File: config.mk
export PLATFORM = sky130hd
export DESIGN_NAME = reaction_timer
export DESIGN_NICKNAME = d
export VERILOG_FILES = /design/src/rtl/reaction_pkg.sv /design/src/rtl/reaction_timer_keySync.sv /design/src/rtl/reaction_timer.sv
export SDC_FILE = /design/constraint.sdc
export NUM_CORES = 1
export LEC_CHECK = 0
export ABC_AREA = 1
export CORE_UTILIZATION = 56
export CTS_CLUSTER_DIAMETER = 80
export DETAILED_ROUTE_END_ITERATION = 6
export GPL_ROUTABILITY_DRIVEN = 1
export GPL_TIMING_DRIVEN = 1
export PLACE_DENSITY = 0.81
export REMOVE_ABC_BUFFERS = 1
export SYNTH_ARGS = -nofsm -noshare
export SYNTH_HDL_FRONTEND = slang
export SYNTH_SLANG_ARGS = --single-unit
File: constraint.sdc
create_clock -name i_clk -period 2.7 [get_ports i_clk]
set_clock_uncertainty 0.05 [all_clocks]
set_input_delay 0.675 -clock i_clk [delete_from_list [all_inputs] [get_ports i_clk]]
set_output_delay 0.675 -clock i_clk [all_outputs]
set_load 0.02 [all_outputs]
File: src/rtl/reaction_pkg.sv
// Shared types and constants for the reaction timer.
package reaction_pkg;

    // Width of every millisecond count and result register.
    localparam int unsigned MS_W       = 14;
    // Default saturating limit and anticipation threshold, in ms.
    localparam int unsigned MAX_MS_DEF = 9999;
    localparam int unsigned MIN_MS_DEF = 100;

    // Measurement FSM states.
    typedef enum logic [2:0] {
        ST_IDLE        = 3'd0,
        ST_ARMED       = 3'd1,
        ST_TIMING      = 3'd2,
        ST_DONE        = 3'd3,
        ST_FALSE_START = 3'd4,
        ST_TIMEOUT     = 3'd5
    } state_e;

    // Status flags shown to the outside world, one per result-holding state.
    typedef struct packed {
        logic valid;
        logic false_start;
        logic timeout;
        logic timing;
    } status_t;

    // One-hot status decode of a state.
    function automatic status_t decode_status(input state_e s);
        status_t st;
        st             = '0;
        st.valid       = (s == ST_DONE);
        st.false_start = (s == ST_FALSE_START);
        st.timeout     = (s == ST_TIMEOUT);
        st.timing      = (s == ST_TIMING);
        return st;
    endfunction

endpackage

File: src/rtl/reaction_timer_keySync.sv
// Push-button synchronizer with a one-cycle rising-edge press pulse.
// After reset the edge detector stays blind until the synchronizer chain
// and the edge history hold real samples, so a button held through reset
// release never looks like a fresh press.
module keySync #(
    parameter int unsigned SYNC_STAGES = 2
) (
    input  logic i_clk,
    input  logic i_arst,
    input  logic i_key,
    output logic o_press
);

    localparam int unsigned FILL_W = $clog2(SYNC_STAGES + 2);
    localparam logic [FILL_W-1:0] FILL_DONE = FILL_W'(SYNC_STAGES + 1);

    logic [SYNC_STAGES-1:0] sync_q;
    logic                   prev_q;
    logic [FILL_W-1:0]      fill_q;
    logic                   press_q;
    logic                   sync_key;
    logic                   ready;

    assign sync_key = sync_q[SYNC_STAGES-1];
    assign ready    = (fill_q == FILL_DONE);
    assign o_press  = press_q;

    // Shift the raw key through the synchronizer chain.
    always_ff @(posedge i_clk or negedge i_arst) begin
        if (!i_arst) begin
            sync_q <= '0;
        end else begin
            sync_q <= {sync_q[SYNC_STAGES-2:0], i_key};
        end
    end

    // Count cycles since reset until the edge history is trustworthy.
    always_ff @(posedge i_clk or negedge i_arst) begin
        if (!i_arst) begin
            fill_q <= '0;
        end else if (!ready) begin
            fill_q <= fill_q + 1'b1;
        end
    end

    // Remember the last synchronized level and emit the rising-edge pulse.
    always_ff @(posedge i_clk or negedge i_arst) begin
        if (!i_arst) begin
            prev_q  <= 1'b0;
            press_q <= 1'b0;
        end else begin
            prev_q  <= sync_key;
            press_q <= ready & sync_key & ~prev_q;
        end
    end

endmodule

File: src/rtl/reaction_timer.sv
// Reaction timer: arms on request, times from the start lights to the
// first key press in milliseconds, classifies the result as genuine,
// false start or timeout, and tracks the best genuine time since reset.
module reaction_timer
    import reaction_pkg::*;
#(
    parameter int unsigned MAX_MS      = MAX_MS_DEF,
    parameter int unsigned MIN_MS      = MIN_MS_DEF,
    parameter int unsigned SYNC_STAGES = 2
) (
    input  logic            i_clk,
    input  logic            i_arst,
    input  logic            i_tickMs,
    input  logic            i_arm,
    input  logic            i_go,
    input  logic            i_key,
    input  logic            i_clear,
    output logic [MS_W-1:0] o_reactionMs,
    output logic [MS_W-1:0] o_bestMs,
    output logic            o_valid,
    output logic            o_falseStart,
    output logic            o_timeout,
    output logic            o_timing,
    output state_e          o_state
);

    // Parameter sanity, rejected at elaboration.
    if (MAX_MS >= (1 << MS_W)) begin : g_max_too_big
        $error("reaction_timer: MAX_MS must be below 2**MS_W");
    end
    if (MIN_MS > MAX_MS) begin : g_min_above_max
        $error("reaction_timer: MIN_MS must not exceed MAX_MS");
    end
    if (SYNC_STAGES < 2) begin : g_sync_too_short
        $error("reaction_timer: SYNC_STAGES must be at least 2");
    end

    localparam logic [MS_W-1:0] MAX_C = MS_W'(MAX_MS);
    localparam logic [MS_W-1:0] MIN_C = MS_W'(MIN_MS);

    logic            press;

    state_e          state_q,  state_d;
    logic [MS_W-1:0] count_q,  count_d;
    logic [MS_W-1:0] react_q,  react_d;
    logic [MS_W-1:0] best_q,   best_d;
    status_t         status_q;

    keySync #(
        .SYNC_STAGES (SYNC_STAGES)
    ) u_key_sync (
        .i_clk   (i_clk),
        .i_arst  (i_arst),
        .i_key   (i_key),
        .o_press (press)
    );

    // Next-state and datapath decisions; clear outranks every other event.
    always_comb begin
        state_d = state_q;
        count_d = count_q;
        react_d = react_q;
        best_d  = best_q;
        if (i_clear) begin
            state_d = ST_IDLE;
        end else begin
            case (state_q)
                ST_IDLE: begin
                    // Presses are ignored until the race is armed.
                    if (i_arm) begin
                        state_d = ST_ARMED;
                        count_d = '0;
                    end
                end
                ST_ARMED: begin
                    // A press before or together with the lights is anticipation.
                    if (press) begin
                        state_d = ST_FALSE_START;
                        react_d = count_q;
                    end else if (i_go) begin
                        state_d = ST_TIMING;
                        count_d = '0;
                    end
                end
                ST_TIMING: begin
                    // The press wins over a tick in the same cycle, so that
                    // tick is not counted. i_go is not watched here at all.
                    if (press) begin
                        react_d = count_q;
                        if (count_q >= MIN_C) begin
                            state_d = ST_DONE;
                            if (count_q < best_q) begin
                                best_d = count_q;
                            end
                        end else begin
                            state_d = ST_FALSE_START;
                        end
                    end else if (i_tickMs) begin
                        if (count_q == MAX_C) begin
                            state_d = ST_TIMEOUT;
                            react_d = MAX_C;
                        end else begin
                            count_d = count_q + 1'b1;
                        end
                    end
                end
                ST_DONE, ST_FALSE_START, ST_TIMEOUT: begin
                    // Results are held until cleared; arming is ignored.
                end
                default: begin
                    state_d = ST_IDLE;
                end
            endcase
        end
    end

    // Register state, datapath and the one-hot status decode together.
    always_ff @(posedge i_clk or negedge i_arst) begin
        if (!i_arst) begin
            state_q  <= ST_IDLE;
            count_q  <= '0;
            react_q  <= '0;
            best_q   <= MAX_C;
            status_q <= '0;
        end else begin
            state_q  <= state_d;
            count_q  <= count_d;
            react_q  <= react_d;
            best_q   <= best_d;
            status_q <= decode_status(state_d);
        end
    end

    assign o_reactionMs = react_q;
    assign o_bestMs     = best_q;
    assign o_valid      = status_q.valid;
    assign o_falseStart = status_q.false_start;
    assign o_timeout    = status_q.timeout;
    assign o_timing     = status_q.timing;
    assign o_state      = state_q;

endmodule
=== Word level (Yosys, flattened, before mapping) ===
Index checks and enable logic that the tools add are counted.

* Register bits: 55
* Output and inout port bits: 35
* Word-level logic and storage cells: 68

* Reductions and logical operators: 7
* Add/subtract/negate cells: 2
* Bitwise operators: 4
* Equal/unequal tests: 20
* Order comparisons: 2
* Multiplexer cells: 21

{| class="wikitable"
|+ Operator list
! operator !! count
|-
| two-way mux 14 bit || 10
|-
| case mux 14 bit (3 select lines) || 1
|-
| case mux 14 bit (2 select lines) || 1
|-
| two-way mux 3 bit || 8
|-
| adder 14 x 1 -> 14 bit, second input constant || 1
|-
| equality test 14 bit, second input constant || 1
|-
| greater-or-equal comparator 14 x 7 -> 1 bit, second input constant || 1
|-
| < comparator 14 bit || 1
|-
| equality test 3 x 2 -> 1 bit, second input constant || 4
|-
| equality test 3 bit, second input constant || 4
|-
| != test 2 bit, second input constant || 6
|-
| case mux 3 bit (4 select lines) || 1
|-
| AND reduction 5 bit || 2
|-
| AND reduction 8 bit || 1
|-
| != test 3 x 2 -> 1 bit, second input constant || 2
|-
| equality test 3 x 1 -> 1 bit, second input constant || 1
|-
| logical NOT 3 bit || 1
|-
| nonzero test 3 bit || 1
|-
| OR reduction 3 bit || 1
|-
| adder 2 x 1 -> 2 bit, second input constant || 1
|-
| bitwise AND 1 bit || 2
|-
| equality test 2 bit, second input constant || 1
|-
| != test 2 x 1 -> 1 bit, second input constant || 1
|-
| inverter 1 bit || 2
|-
| nonzero test 2 bit || 1
|}

=== Logic depth before layout (Yosys ltp) ===
Gate-level depths: netlist (run 1).

* Word-level depth: 7
* Mapped depth: 13
* Gate-level depth less buffers: 12

=== Cells and area by module ===
Synthesis (run 1) repeated with hierarchy kept, for this count alone.

* Cells, all modules: 428
* Area total of the unflattened synthesis: 3179.3 um2

{| class="wikitable"
|+ By module, submodules not included
! module !! instances !! seq. area each (um2) !! area each (um2) !! cells an instance
|-
| reaction_timer || 1 || 1236.2 || 2979.1 || 411
|-
| keySync || 1 || 150.1 || 200.2 || 17
|}

=== Worst setup path after synthesis (run 1) ===
Ideal clock, no wire load.

* Kind: register to register
* From: register best_q[3], in the netlist o_bestMs[3]
* To: register best_q[11], in the netlist o_bestMs[11]
* Period minus slack after synthesis: 1.968 ns
* Setup time: 0.066 ns
* Stages on the path, launching flop included: 13
* Data arrival time: 1.852 ns
* Required time: 2.584 ns
* Path slack: 0.732 ns
* Buffers on the path: 1
* Cells stage by stage: dfstp_2 inv_1 ha_1 nand2_1 nand2_1 a21oi_1 nand2_1 nand2_1 nand2_1 nand2_1 clkbuf_1 nand3_1 nand2_1

* Word-level cells in the longest chain between the ends: 2

{| class="wikitable"
|+ Ends and longest elaborated chain
! item !! line !! text
|-
| from (decl) || reaction_timer.sv:46 || <nowiki>logic [MS_W-1:0] best_q, best_d;</nowiki>
|-
| from (signal assigned) || reaction_timer.sv:129 || <nowiki>best_q <= best_d;</nowiki>
|-
| < comparator 14 bit || reaction_timer.sv:92 || <nowiki>if (count_q < best_q) begin</nowiki>
|-
| AND reduction 5 bit (no line) || n/a ||
|}

Every way passes these cells.
A chain may end at the register's enable or synchronous reset.

=== Worst setup path after layout (run 1) ===
* From: register best_q[13], in the netlist o_bestMs[13]
* To: output port o_bestMs[13]

{| class="wikitable"
|+ RTL lines
! item !! line !! text
|-
| to (decl) || reaction_timer.sv:19 || <nowiki>output logic [MS_W-1:0] o_bestMs,</nowiki>
|}

No word-level cell between the ends.

==> results of run 1 <==
[cell usage after synthesis]
library cell               instances
sky130_fd_sc_hd__buf_4             2
sky130_fd_sc_hd__nor2_2            4
sky130_fd_sc_hd__inv_1            47
sky130_fd_sc_hd__nand2_4           2
sky130_fd_sc_hd__ha_1             16
sky130_fd_sc_hd__dfrtp_1          47
sky130_fd_sc_hd__a21oi_1           7
sky130_fd_sc_hd__nor3_1            8
sky130_fd_sc_hd__clkbuf_1          1
sky130_fd_sc_hd__nor2_4            2
sky130_fd_sc_hd__o21a_1            1
sky130_fd_sc_hd__nor2_1           49
sky130_fd_sc_hd__nor3b_1           1
sky130_fd_sc_hd__nand2_2           4
sky130_fd_sc_hd__nand4_1           5
sky130_fd_sc_hd__a21oi_4           1
sky130_fd_sc_hd__buf_2             5
sky130_fd_sc_hd__dfstp_2           8
sky130_fd_sc_hd__a21oi_2           1
sky130_fd_sc_hd__nand3_2           3
sky130_fd_sc_hd__nand3_1          32
sky130_fd_sc_hd__xnor2_1           1
sky130_fd_sc_hd__nand2_1         146
sky130_fd_sc_hd__xor2_1            8
sky130_fd_sc_hd__mux2_2            1
sky130_fd_sc_hd__inv_2             4
sky130_fd_sc_hd__o21ai_2          14
sky130_fd_sc_hd__o21ai_0           1
sky130_fd_sc_hd__buf_6             6
[final timing paths]
check,from,to,slack (ps),cells after the start
worst max-delay path,o_bestMs[13],o_bestMs[13],480,1
worst min-delay path,i_arst,o_reactionMs[0],280,2
worst max register to register,count_q[0],o_reactionMs[9],610,10
worst min register to register,u_key_sync.sync_q[0],u_key_sync.sync_q[1],310,0
max in group asynchronous,i_arst,o_bestMs[3],2020,2
min in group i_clk,u_key_sync.sync_q[0],u_key_sync.sync_q[1],310,0
[metrics by stage]
step / std cells / hold slack (ps) / setup WS, ps / utilization / instance area (um2)
after floorplan: 413 / 281 / 632 / - / 3160
after global placement: 530 / 293 / 437 / 0.663 / 3700
after detailed placement: 530 / 288 / 355 / 0.663 / 3700
after CTS: 538 / 301 / 486 / 0.680 / 3790
after global routing: 538 / 304 / 433 / 0.680 / 3790
final: 538 / 283 / 484 / 0.680 / 3790
[layer usage]
metal  wire, um  up-vias
met5          0        -
met4        165        0
met3        527       21
met2       3420      111
met1       3070     1348
li1           -     1399
[area by class of cell]
type	instances	share of cell area
multi-input combinational	307	0.417
sequential	55	0.366
tap	72	0.0238
clock inverter	3	0.00660
inverter	51	0.0505
timing repair buffer	45	0.118
clock buffer	5	0.0182
[registers in the layout, summed over array words and instances, names as in the netlist]
register,flops
count_q,14
o_bestMs,14
o_reactionMs,14
o_state,3
u_key_sync.fill_q,2
u_key_sync.sync_q,2
o_falseStart,1
o_timeout,1
o_timing,1
o_valid,1
u_key_sync.o_press,1
u_key_sync.prev_q,1
[cells by family (layout without fill, tap and decap cells)]
kind of cell | count (synthesis) | after routing | synth area share
AOI/OAI and AO/OA | 25 | 25 | 0.0597
xor gates and xnor gates | 9 | 9 | 0.0241
adders and majority gates | 16 | 16 | 0.0612
buffers and inverters | 65 | 104 | 0.0926
DFF | 55 | 55 | 0.424
muxes | 1 | 1 | 0.00344
and+or+nand+nor | 256 | 256 | 0.335
[power breakdown]
part / total, mW / switching, mW / internal [mW]
Combinational: 0.237 / 0.153 / 0.0849
Sequential: 0.872 / 0.0223 / 0.850
Clock: 0.478 / 0.292 / 0.186
==> impl_metrics.json, run 1 <==
{
  "run_status": "finished clean",
  "synth.area.top_cells": "sky130_fd_sc_hd__dfrtp_1 36%, sky130_fd_sc_hd__nand2_1 17%, sky130_fd_sc_hd__dfstp_2 6.4%",
  "post_synth.cell_area_avg_um2": 7.66,
  "fin_total_pwr_mw": 1.59,
  "routed_wirelength_um": 7180,
  "avgViaCountPerCell": 5.35,
  "final_common_cell": "sky130_fd_sc_hd__nand2_1",
  "ys_warn_count": 0,
  "grt_util_met1": 0.345,
  "critical_path_class": "reg -> out",
  "crit_arrival_ps": 1490,
  "setup_total_negative_slack_ps": 0,
  "maximum_number_of_pins_on_one_net_before_global_route_repair": 56,
  "portBuffers": 41,
  "worstSetupStartpointType": "flop",
  "fp.dieArea_um2": 6150,
  "drt_drc_violations_left": 0,
  "synthesis.area_um2": 3270,
  "max-clock-path-buffers": 2,
  "worstPathCellList": "clkdlybuf4s50_1",
  "synthCells": 427,
  "critPathMaxFanout": 3,
  "postCtsHoldBufs": 0,
  "hold_class": "in -> async",
  "detail_route.first_pass.iterations": 4,
  "multi_input_area_um2": 1580,
  "tritoncts": "built",
  "worst_path_buffer_plus_inverter_count": 1,
  "p_leak_nw": 1.79,
  "cts.reportedPaths.clkPinSlew_ps": 110,
  "crit_path_end_kind": "primary output",
  "floorplan.initialDensity": 0.587,
  "timing.final.setup_violations": 0,
  "track_usage": 0.258,
  "drive_gt1_frac": 0.122,
  "largest_stage_delay_on_the_critical_path_ps": 600,
  "place.detailed.hpwl_um": 5070,
  "critical_path.slowest_cell": "sky130_fd_sc_hd__clkdlybuf4s50_1",
  "nFillCells": 475,
  "power_density_nw_per_um2": 419,
  "post-synth-top-area-cell": "sky130_fd_sc_hd__dfrtp_1",
  "clk_latency_ps": 320,
  "ctsRootBufferMaster": "sky130_fd_sc_hd__clkbuf_8",
  "synthToLayoutAreaGrowth_pct": 15.9,
  "ios": 42,
  "cts.sinks": 55,
  "drv_slew": 0,
  "synthDominantCellAreaShare": 0.360,
  "setup_repair_after_global_routing_missed_its_margin": "false",
  "first_pass_grt_wire_length_um": 12300,
  "routabilityCongestion": 0.957,
  "floorplan.rows": 27,
  "cts-buffers-inserted": 5,
  "ys_ff_latch": 55,
  "antenna-diode-count": 0,
  "critPathRequiredTime_ps": 1980,
  "worst_slew_margin_rel": 0.708,
  "timing_hold_violations_final": 0,
  "worst_ir_drop_vdd_mv": 0.244,
  "final_min_period_over_clock_period": 0.821,
  "shortest_period_the_worst_path_allows_ps": 2220,
  "globalRoute.busiestLayer": "met2",
  "antenna_violating_nets_post_route": 0,
  "grt_use_met2": 0.415,
  "layout.nets": 488,
  "die_x_um": 78.4,
  "grt_util_met3": 0.0488,
  "postCtsSetupBuffers": 0,
  "grt.overflow.total": 0,
  "max_freq_mhz": 451,
  "wire_per_inst_um": 13.4,
  "floorplan.die.height_um": 78.4,
  "detail_route.iter0.violations": 223,
  "grt_pass1_vias": 2685,
  "max_slew.worst_pin.slew_ps": 439,
  "seqCellArea_um2": 1390,
  "cts_htree_levels": 2,
  "core_um2": 5570,
  "antenna_violations_before_repair": 0,
  "via_count": 2879,
  "synthDistinctLibCells": 29,
  "sequential_area_share_after_synthesis": 0.424,
  "post_cts_resized": 0,
  "layout_common_cells": "146 x sky130_fd_sc_hd__nand2_1, 49 x sky130_fd_sc_hd__nor2_1, 47 x sky130_fd_sc_hd__inv_1, 47 x sky130_fd_sc_hd__dfrtp_1, 40 x sky130_fd_sc_hd__clkdlybuf4s50_1",
  "critical_path.top_delay_family": "buffers and inverters",
  "cap_violations": 0
}
(Power assumes the default switching activity.)
==> run 2, diff against run 1 <==
--- a/config.mk
+++ b/config.mk
@@ -6,12 +6,12 @@
 export NUM_CORES = 1
 export LEC_CHECK = 0
 export ABC_AREA = 1
-export CORE_UTILIZATION = 56
+export CORE_UTILIZATION = 50
 export CTS_CLUSTER_DIAMETER = 80
 export DETAILED_ROUTE_END_ITERATION = 6
 export GPL_ROUTABILITY_DRIVEN = 1
 export GPL_TIMING_DRIVEN = 1
-export PLACE_DENSITY = 0.81
+export PLACE_DENSITY = 0.76
 export REMOVE_ABC_BUFFERS = 1
 export SYNTH_ARGS = -nofsm -noshare
 export SYNTH_HDL_FRONTEND = slang
==> constraint.sdc (replaced) <==
create_clock -name i_clk -period 1.8 [get_ports i_clk]
set_clock_uncertainty 0.05 [all_clocks]
set_input_delay 0.45 -clock i_clk [delete_from_list [all_inputs] [get_ports i_clk]]
set_output_delay 0.45 -clock i_clk [all_outputs]
set_load 0.02 [all_outputs]
==> run 2 against run 1 <==
Effect of this change: the flow now finishes with violations (negative setup slack); wire length up 11%; setup slack worse by 520 ps; first-iteration DRC count down 35%; global-route usage down 2.8 points; utilization up 0.16 points; worst hold slack better by 27 ps; cell count up 7.4%; power up 51%; non-clock buffer count up 34; sequential power up 49%; combinational power up 81%; critical endpoint is now o_bestMs[11].
==> impl_metrics.json, run 2 (synthesis gave the netlist of run 1 again) <==
{
  "run_status": "complete, but fails checks",
  "failed_checks": "negative setup slack",
  "detail_route.iter0.violations": 146,
  "fin_hold_ws_ps": 310,
  "hold_class": "reg -> reg",
  "antenna_violating_nets_post_route": 0,
  "final_common_cell": "sky130_fd_sc_hd__nand2_1",
  "place.detailed.hpwl_um": 5400,
  "layout.nets": 524,
  "critical_path.slowest_cell": "sky130_fd_sc_hd__dfstp_2",
  "avgViaCountPerCell": 5.15,
  "core_um2": 6350,
  "maximum_number_of_pins_on_one_net_before_global_route_repair": 29,
  "antenna_violations_before_repair": 0,
  "grt.overflow.total": 0,
  "antenna-diode-count": 0,
  "reg2reg_depth": 13,
  "worstSetupStartpointType": "flop",
  "cts_htree_levels": 2,
  "crit_arrival_ps": 2000,
  "grt_use_met2": 0.409,
  "critPathRequiredTime_ps": 1960,
  "crit-reg2reg-launch": "o_bestMs[3]",
  "routabilityCongestion": 0.887,
  "track_usage": 0.230,
  "drv_slew": 0,
  "cap_violations": 0,
  "max_slew.worst_pin.slew_ps": 355,
  "design_area_um2": 4330,
  "drive_gt1_frac": 0.255,
  "critPathMaxFanout": 7,
  "cts-buffers-inserted": 5,
  "power_density_nw_per_um2": 555,
  "ctsRootBufferMaster": "sky130_fd_sc_hd__clkbuf_8",
  "ios": 42,
  "grt_util_met3": 0.0338,
  "crit_path_end_kind": "flop",
  "grt_util_met1": 0.288,
  "timing_hold_violations_final": 0,
  "max-clock-path-buffers": 2,
  "worstPathCellList": "inv_2 -> ha_4 -> nand2_1 -> nand2_1 -> a21oi_2 -> nand2_1 -> nand2_1 -> nand2_2 -> nand2_4 -> buf_12 -> nand2_8 -> nand2_2 -> nand2_1",
  "rr_endpoint": "o_bestMs[11]",
  "cts.reportedPaths.clkPinSlew_ps": 90,
  "via_count": 2977,
  "detail_route.first_pass.iterations": 4,
  "drt_drc_violations_left": 0,
  "cp_common_cell": "sky130_fd_sc_hd__nand2_1",
  "tritoncts": "built",
  "setup_repair_after_global_routing_missed_its_margin": "true",
  "cts.sinks": 55,
  "largest_stage_delay_on_the_critical_path_ps": 550,
  "clk_latency_ps": 310,
  "floorplan.die.height_um": 82.9,
  "shortest_period_the_worst_path_allows_ps": 1840,
  "worst_ir_drop_vdd_mv": 0.371,
  "final_min_period_over_clock_period": 1.02,
  "first_pass_grt_wire_length_um": 12800,
  "p_leak_nw": 2.30,
  "max_freq_mhz": 545,
  "globalRoute.busiestLayer": "met2",
  "fin_total_pwr_mw": 2.40,
  "portBuffers": 41,
  "wire_per_inst_um": 13.7,
  "synthToLayoutAreaGrowth_pct": 32.4,
  "critical_path.startpoint": "o_bestMs[3]",
  "die_x_um": 82.9,
  "floorplan.initialDensity": 0.515,
  "worst_slew_margin_rel": 0.764,
  "critical_path_class": "reg -> reg",
  "cp-endpoint": "o_bestMs[11]",
  "timing.final.setup_violations": 7,
  "dpl_cell_area_um2": 3920,
  "floorplan.rows": 29,
  "grt_pass1_vias": 2803,
  "timing.final.ws_setup_ps": -35.8,
  "routed_wirelength_um": 7940,
  "timing.reg2reg.setup_slack_ps": -40,
  "layout_common_cells": "131 x sky130_fd_sc_hd__nand2_1, 47 x sky130_fd_sc_hd__nor2_1, 44 x sky130_fd_sc_hd__inv_1",
  "fp.dieArea_um2": 6870
}
## run 2: worst min-delay path by stage
stage          cells past startpoint  slack (ps)                   end                  from
2_1_floorplan                      0         100            count_q[0]                i_arst
3_3_place_gp                       0         280  u_key_sync.sync_q[1]  u_key_sync.sync_q[0]
3_5_place_dp                       0         290  u_key_sync.sync_q[1]  u_key_sync.sync_q[0]
4_1_cts                            0         310  u_key_sync.sync_q[1]  u_key_sync.sync_q[0]
5_1_grt                            0         310  u_key_sync.sync_q[1]  u_key_sync.sync_q[0]
6_report                           0         310  u_key_sync.sync_q[1]  u_key_sync.sync_q[0]
## run 2: stage by stage
stage,instances,setup TNS [ps],setup slack (ps),utilization
2_1_floorplan,413,-7260,-268,-
3_3_place_gp,560,-3610,-131,0.617
3_5_place_dp,560,-4610,-145,0.617
4_1_cts,573,-133,-33.6,0.646
5_1_grt,578,-1430,-144,0.682
6_report,578,-212,-35.8,0.682
## run 2: final cells by class
class | count | area (um2)
Fill cell | 520 | 2020
Multi-Input combinational cell | 309 | 1790
Sequential cell | 55 | 1390
Timing Repair Buffer | 79 | 779
Inverter | 51 | 191
Tap cell | 77 | 96.3
Clock buffer | 7 | 76.3
## run 2: metal layers
| metal | part of all wire | vias to the layer above |
|---|---|---|
| met5 | 0 | - |
| met4 | 0.017 | 0 |
| met3 | 0.039 | 14 |
| met2 | 0.52 | 66 |
| met1 | 0.42 | 1424 |
| li1 | - | 1473 |
## run 2: worst max-delay path, delay by kind of cell, from the launching register on
| family | cells | cell delay (ps) |
|---|---|---|
| AO/OA/AOI/OAI | 1 | 110 |
| adder cells (fa/ha/maj) | 1 | 210 |
| buffers and inverters | 2 | 160 |
| flip-flops | 1 | 550 |
| AND/OR/NAND/NOR | 9 | 650 |
## run 2: power breakdown
group          switching (mW)  internal, mW
Combinational           0.259         0.170
Clock                   0.401         0.270
Sequential             0.0281          1.28
Total                   0.687          1.72
## run 2: what timing repair did
| action | CTS | global route |
|---|---|---|
| endpoints found under the setup margin | 38 | 57 |
| pin swaps | 9 | 23 |
| hold buffers | 1 | 0 |
| endpoints found under the hold margin | 9 | 0 |
| setup buffers | 3 | 4 |
| gates resized for setup | 35 | 53 |
| gates cloned | 2 | 1 |
==> RTL edit 1: new RTL, config.mk and constraints of run 1 <==
`SYNC_STAGES` is set to 2 in 2 places; all go to 4.
--- a/src/rtl/reaction_timer_keySync.sv
+++ b/src/rtl/reaction_timer_keySync.sv
@@ -5,3 +5,3 @@
 module keySync #(
-    parameter int unsigned SYNC_STAGES = 2
+    parameter int unsigned SYNC_STAGES = 4
 ) (
--- a/src/rtl/reaction_timer.sv
+++ b/src/rtl/reaction_timer.sv
@@ -8,3 +8,3 @@
     parameter int unsigned MIN_MS      = MIN_MS_DEF,
-    parameter int unsigned SYNC_STAGES = 2
+    parameter int unsigned SYNC_STAGES = 4
 ) (
Behaviour: not the same (Yosys sat finds a counterexample within 10 cycles, from zero or initial values and one cycle with i_arst low).
==> RTL edit 1 against run 1 <==
  * Power rose by 30%
  * Count of clock-buffer cells in the layout rose by 7
  * Maximum frequency fell by 0.43%
  * Sequential cell count rose by 3
  * Final area rose by 4.4%
  * Routed wire length rose by 0.57%
  * Synthesized area rose by 1.6%
  * Setup slack got worse by 0.0095 ns
  * Clock power rose by 74%
  * Critical path depth did not move
  * First-iteration DRC count fell by 22%
  * Combinational power rose by 26%
  * Highest routed layer unchanged
==> RTL edit 1: results (changes against run 1) <==
qor: setup_path.worst_r2r_path_depth 11 [was 10]
qor: yosys.syn_avg_cell_area 8.22 µm² [was 7.66 µm²]
qor: setup_path.timing.rr.start o_state[0] [was count_q[0]]
qor: setup_path.reg2reg_slack 0.56 ns [was 0.61 ns]
qor: global_route.grt_pass1_wl 12300 µm [about the same]
qor: power_and_ir_drop.switchingPower 0.000558 W [was 0.000466 W]
qor: timing.timing.max_slew.rel_slack 61.7% [was 70.8%]
qor: global_route.gr-usage-all-layers 25.6% [was 25.8%]
qor: placement.detailedPlacementHpwl 5120 µm [was 5070 µm]
qor: finish.final_layout_size_suffix_gt1_share 17.3% [was 12.2%]
qor: yosys.synth_common_cells 99 x nand2_1, 50 x dfrtp_1, 45 x inv_1, 38 x nor2_1, 37 x nand3_1 [was 146 x nand2_1, 49 x nor2_1, 47 x dfrtp_1, 47 x inv_1, 32 x nand3_1]
qor: finish.num-nets-final 471 [was 488]
qor: routing.wire_per_inst 13.8 µm [was 13.4 µm]
qor: yosys.synth_top_cells_by_area dfrtp_1 38%, nand2_1 11%, ha_1 6.4% [was dfrtp_1 36%, nand2_1 17%, dfstp_2 6.4%]
qor: global_route.pin_count_of_the_biggest_net_entering_global_routing 26 [was 56]
qor: setup_path.stage_delay_of_the_slowest_cell_on_the_critical_path 0.66 ns [was 0.60 ns]
qor: power_and_ir_drop.largest_vdd_supply_drop 0.393 mV [was 0.244 mV]
qor: timing.holdWs 0.276 ns [was 0.283 ns]
qor: yosys.synth_cell_types 35 [was 29]
qor: power_and_ir_drop.total_leakage_power 1.89 nW [was 1.79 nW]
qor: clock_tree.clk-insertion-delay-late 0.34 ns [was 0.32 ns]
qor: finish.finish.cell_count_without_fillers 524 [was 538]
qor: clock_tree.cts_made_buffers 9 [was 5]
qor: routing.detail_route.first_pass.iterations 5 [was 4]
qor: yosys.ys_seq_area_share 44.0% [was 42.4%]
qor: routing.viasPerCell 5.32 [was 5.35]
qor: clock_tree.cts.reportedPaths.clkPinSlew 0.07 ns [was 0.11 ns]
qor: global_route.grt_pass1_vias 2755 [was 2685]
qor: setup_path.path_max_fanout 6 [was 3]
qor: routing.detailedRoute.firstIterationViolations 174 [was 223]
qor: run_status.run_status finished clean [unchanged]
qor: setup_path.capturing_point_of_the_worst_reg2reg_path count_q[5] [was o_reactionMs[9]]
qor: placement.place_area 3750 µm² [was 3700 µm²]
qor: floorplanning.core_area 5610 µm² [was 5570 µm²]
[RTL edit 1: power by group through the flow]
stage               registers (W)  logic (W)  clock network (W)
finish                   0.000940   0.000298           0.000831
global route             0.000945   0.000321           0.000891
CTS                      0.000940   0.000299           0.000855
detailed placement       0.000955   0.000295                  0
global placement         0.000954   0.000290                  0
floorplan                 0.00100   0.000110                  0
[RTL edit 1: area by class of cell]
type	count	area [µm²]
multi-input combinational	278	1550
inverter	54	203
sequential	58	1460
clock buffer	12	155
tap	72	90.1
timing repair buffer	46	443
clock inverter	4	50.0
fill	480	1650
[RTL edit 1: layer usage]
| layer | share of wire [%] | GRT usage (%) | vias to the layer above |
|---|---|---|---|
| met1 | 44 | 32.2 | 1334 |
| met2 | 50 | 42.8 | 83 |
| met5 | 0 | 0 | - |
| met4 | 1.2 | 9.82 | 0 |
| li1 | - | - | 1363 |
| met3 | 5.0 | 5.98 | 9 |
[RTL edit 1: how the worst max path moves through the flow]
| stage | startpoint | endpoint | slack [ns] |
|---|---|---|---|
| 4_1_cts | o_state[1] | o_state[1] | 0.45 |
| 2_1_floorplan | o_state[0] | count_q[10] | 0.75 |
| 3_5_place_dp | i_clear | count_q[10] | 0.41 |
| 5_1_grt | o_state[0] | count_q[5] | 0.34 |
| 6_report | o_state[1] | o_state[1] | 0.47 |
| 3_3_place_gp | i_clear | count_q[2] | 0.45 |
[RTL edit 1: cell families after synthesis]
| kind of cell | Yosys count | synth area share (%) |
|---|---|---|
| buf+inv | 68 | 9.23 |
| fa+ha+maj | 17 | 6.40 |
| xor+xnor | 7 | 1.85 |
| flops | 58 | 44.0 |
| simple gates | 212 | 29.9 |
| compound gates | 42 | 8.59 |
==> RTL edit 2: new RTL, settings of run 1 <==
Made on the original files. Reset style: synchronous (`i_arst`), changed in 4 clocked blocks.
--- a/src/rtl/reaction_timer_keySync.sv
+++ b/src/rtl/reaction_timer_keySync.sv
@@ -28,3 +28,3 @@
     // Shift the raw key through the synchronizer chain.
-    always_ff @(posedge i_clk or negedge i_arst) begin
+    always_ff @(posedge i_clk) begin
         if (!i_arst) begin
@@ -37,3 +37,3 @@
     // Count cycles since reset until the edge history is trustworthy.
-    always_ff @(posedge i_clk or negedge i_arst) begin
+    always_ff @(posedge i_clk) begin
         if (!i_arst) begin
@@ -46,3 +46,3 @@
     // Remember the last synchronized level and emit the rising-edge pulse.
-    always_ff @(posedge i_clk or negedge i_arst) begin
+    always_ff @(posedge i_clk) begin
         if (!i_arst) begin
--- a/src/rtl/reaction_timer.sv
+++ b/src/rtl/reaction_timer.sv
@@ -117,3 +117,3 @@
     // Register state, datapath and the one-hot status decode together.
-    always_ff @(posedge i_clk or negedge i_arst) begin
+    always_ff @(posedge i_clk) begin
         if (!i_arst) begin
Formal check against the unedited RTL: differs if i_arst is asserted again (counterexample within 4 cycles, from zero or initial values and one cycle with i_arst low); with i_arst held inactive, the same outputs for 10 cycles.
==> RTL edit 2 against run 1 <==
  * Setup slack got worse by 0.0098 ns
  * Synthesized cell count rose by 7.7%
  * Sequential cell count did not move
  * Synthesized area fell by 6.9%
  * Register-to-register slack got worse by 0.06 ns
  * Routed wire length fell by 3.4%
  * Final area fell by 3.8%
  * Maximum frequency fell by 0.44%
  * Count of clock-buffer cells in the layout rose by 1
  * Critical endpoint is now o_state[0]
Power is not compared: it rests on default switching activity, and its combinational part moved more than twofold at a synthesized area within 25%.
==> RTL edit 2: results (changes against run 1) <==
qor: setup_path.stage_delay_of_the_slowest_cell_on_the_critical_path 0.67 ns [was 0.60 ns]
qor: routing.top_layer_used met4 [unchanged]
qor: clock_tree.cts.htree.levels 2 [unchanged]
qor: clock_tree.clk-insertion-delay-late 0.31 ns
qor: power_and_ir_drop.largest_vdd_supply_drop 0.322 mV
qor: min_path.hold-path-cell-count 1
qor: routing.wl_met2 3450 µm [was 3420 µm]
qor: clock_tree.cts.reportedPaths.clkPinSlew 0.09 ns [was 0.11 ns]
qor: yosys.dominantRegCellSynth dfxtp_1 [was dfrtp_1]
qor: setup_path.worst_r2r_path_depth 11 [was 10]
qor: yosys.synth_edf_count 0 [unchanged]
qor: yosys.yosys_warnings 0 [unchanged]
qor: clock_tree.post_cts_buffers 0 [unchanged]
qor: placement.place_congestion 0.900 [was 0.957]
qor: global_route.grt_pass1_wl 11500 µm [was 12300 µm]
qor: power_and_ir_drop.total_leakage_power 1.63 nW
qor: global_route.gr-usage-all-layers 26.3% [was 25.8%]
qor: timing.timing.max_slew.rel_slack 70.1% [was 70.8%]
qor: routing.detail_route.first_pass.iterations 4 [unchanged]
qor: routing.wire_per_inst 12.1 µm [was 13.4 µm]
qor: global_route.use_met1 31.9% [was 34.5%]
qor: global_route.antenna_violations_before_repair 0 [unchanged]
qor: power_and_ir_drop.switching_share 21.5%
qor: routing.detailedRoute.firstIterationViolations 176 [was 223]
qor: routing.viasPerCell 5.03 [was 5.35]
qor: setup_path.path_max_fanout 7 [was 3]
qor: routing.met3_length 313 µm [was 527 µm]
qor: routing.wl_met1 3100 µm [was 3070 µm]
qor: global_route.gr-usage-met2 48.4% [was 41.5%]
qor: run_status.run_status finished clean [unchanged]
qor: placement.detailedPlacementHpwl 5210 µm [was 5070 µm]
qor: yosys.synth_common_cells 122 x nand2_1, 80 x nor2_1, 55 x dfxtp_1, 50 x inv_1, 47 x nand3_1 [was 146 x nand2_1, 49 x nor2_1, 47 x dfrtp_1, 47 x inv_1, 32 x nand3_1]
qor: clock_tree.quantity_of_gates_resized_following_cts 0 [unchanged]
qor: yosys.ys_seq_area_share 36.2% [was 42.4%]
qor: yosys.synth_async_reset_ratio 0% [was 100%]
qor: min_path.min-delay-path-class flop to flop [was input port to async pin]
qor: placement.place_worst_setup_slack 0.427 ns [was 0.355 ns]
qor: finish.final_layout_size_suffix_gt1_share 6.37% [was 12.2%]
qor: global_route.pin_count_of_the_biggest_net_entering_global_routing 35 [was 56]
qor: placement.placement.io_buffers 41 [unchanged]
qor: global_route.grt.met3_usage 3.70% [was 4.88%]
qor: yosys.synth_top_cells_by_area dfxtp_1 36%, nand2_1 15%, nor2_1 9.9% [was dfrtp_1 36%, nand2_1 17%, dfstp_2 6.4%]
qor: power_and_ir_drop.share_clk_of_total_power 40.8%
qor: setup_path.crit_family buffers and inverters [unchanged]
qor: yosys.synth_cell_types 27 [was 29]
qor: finish.num-nets-final 524 [was 488]
qor: global_route.grt_pass1_vias 2570 [was 2685]
-- RTL edit 2: per-stage QoR --
stage          std cells  instance area (µm²)  hold WS, ns  utilization [%]  power [W]
2_1_floorplan        441                 2930        0.325                -   0.000902
3_3_place_gp         564                 3510        0.329             67.9   0.000943
3_5_place_dp         564                 3510        0.333             67.9   0.000946
4_1_cts              572                 3650        0.348             70.5    0.00158
5_1_grt              572                 3650        0.367             70.5    0.00163
6_report             572                 3650        0.344             70.5    0.00157
-- RTL edit 2: logic make-up (layout without fill, tap and decap cells) --
logic type | Yosys count | count (layout) | synth area share [%]
fa+ha+maj | 16 | 16 | 6.58
buf+inv | 73 | 115 | 10.6
compound gates | 43 | 43 | 7.65
simple gates | 263 | 263 | 36.2
xor+xnor | 10 | 10 | 2.88
flops | 55 | 55 | 36.2
-- RTL edit 2: path summary, 6_finish.rpt --
check	startpoint	slack, ns	to
max	o_state[0]	0.47	o_state[0]
min	u_key_sync.prev_q	0.34	u_key_sync.o_press
max reg2reg	count_q[3]	0.55	o_bestMs[0]
min reg2reg	u_key_sync.prev_q	0.34	u_key_sync.o_press
-- RTL edit 2: area by class of cell --
cell class / instances / area (µm²)
fill: 459 / 1530
sequential: 55 / 1100
multi-input combinational: 332 / 1620
tap: 70 / 87.6
inverter: 54 / 203
clock inverter: 2 / 60.1
clock buffer: 6 / 72.6
timing repair buffer: 53 / 500
-- RTL edit 2: worst reg2reg max path: stages (launching register included) --
cell and delay, ns:
dfxtp_1 0.49, ha_1 0.30, nand2_1 0.07, nand2_1 0.05
a21oi_1 0.12, nand2_1 0.10, nand2_1 0.06, nand2_1 0.06
nand2_1 0.21, nand2_1 0.28, nand2_1 0.15, nand3_1 0.09
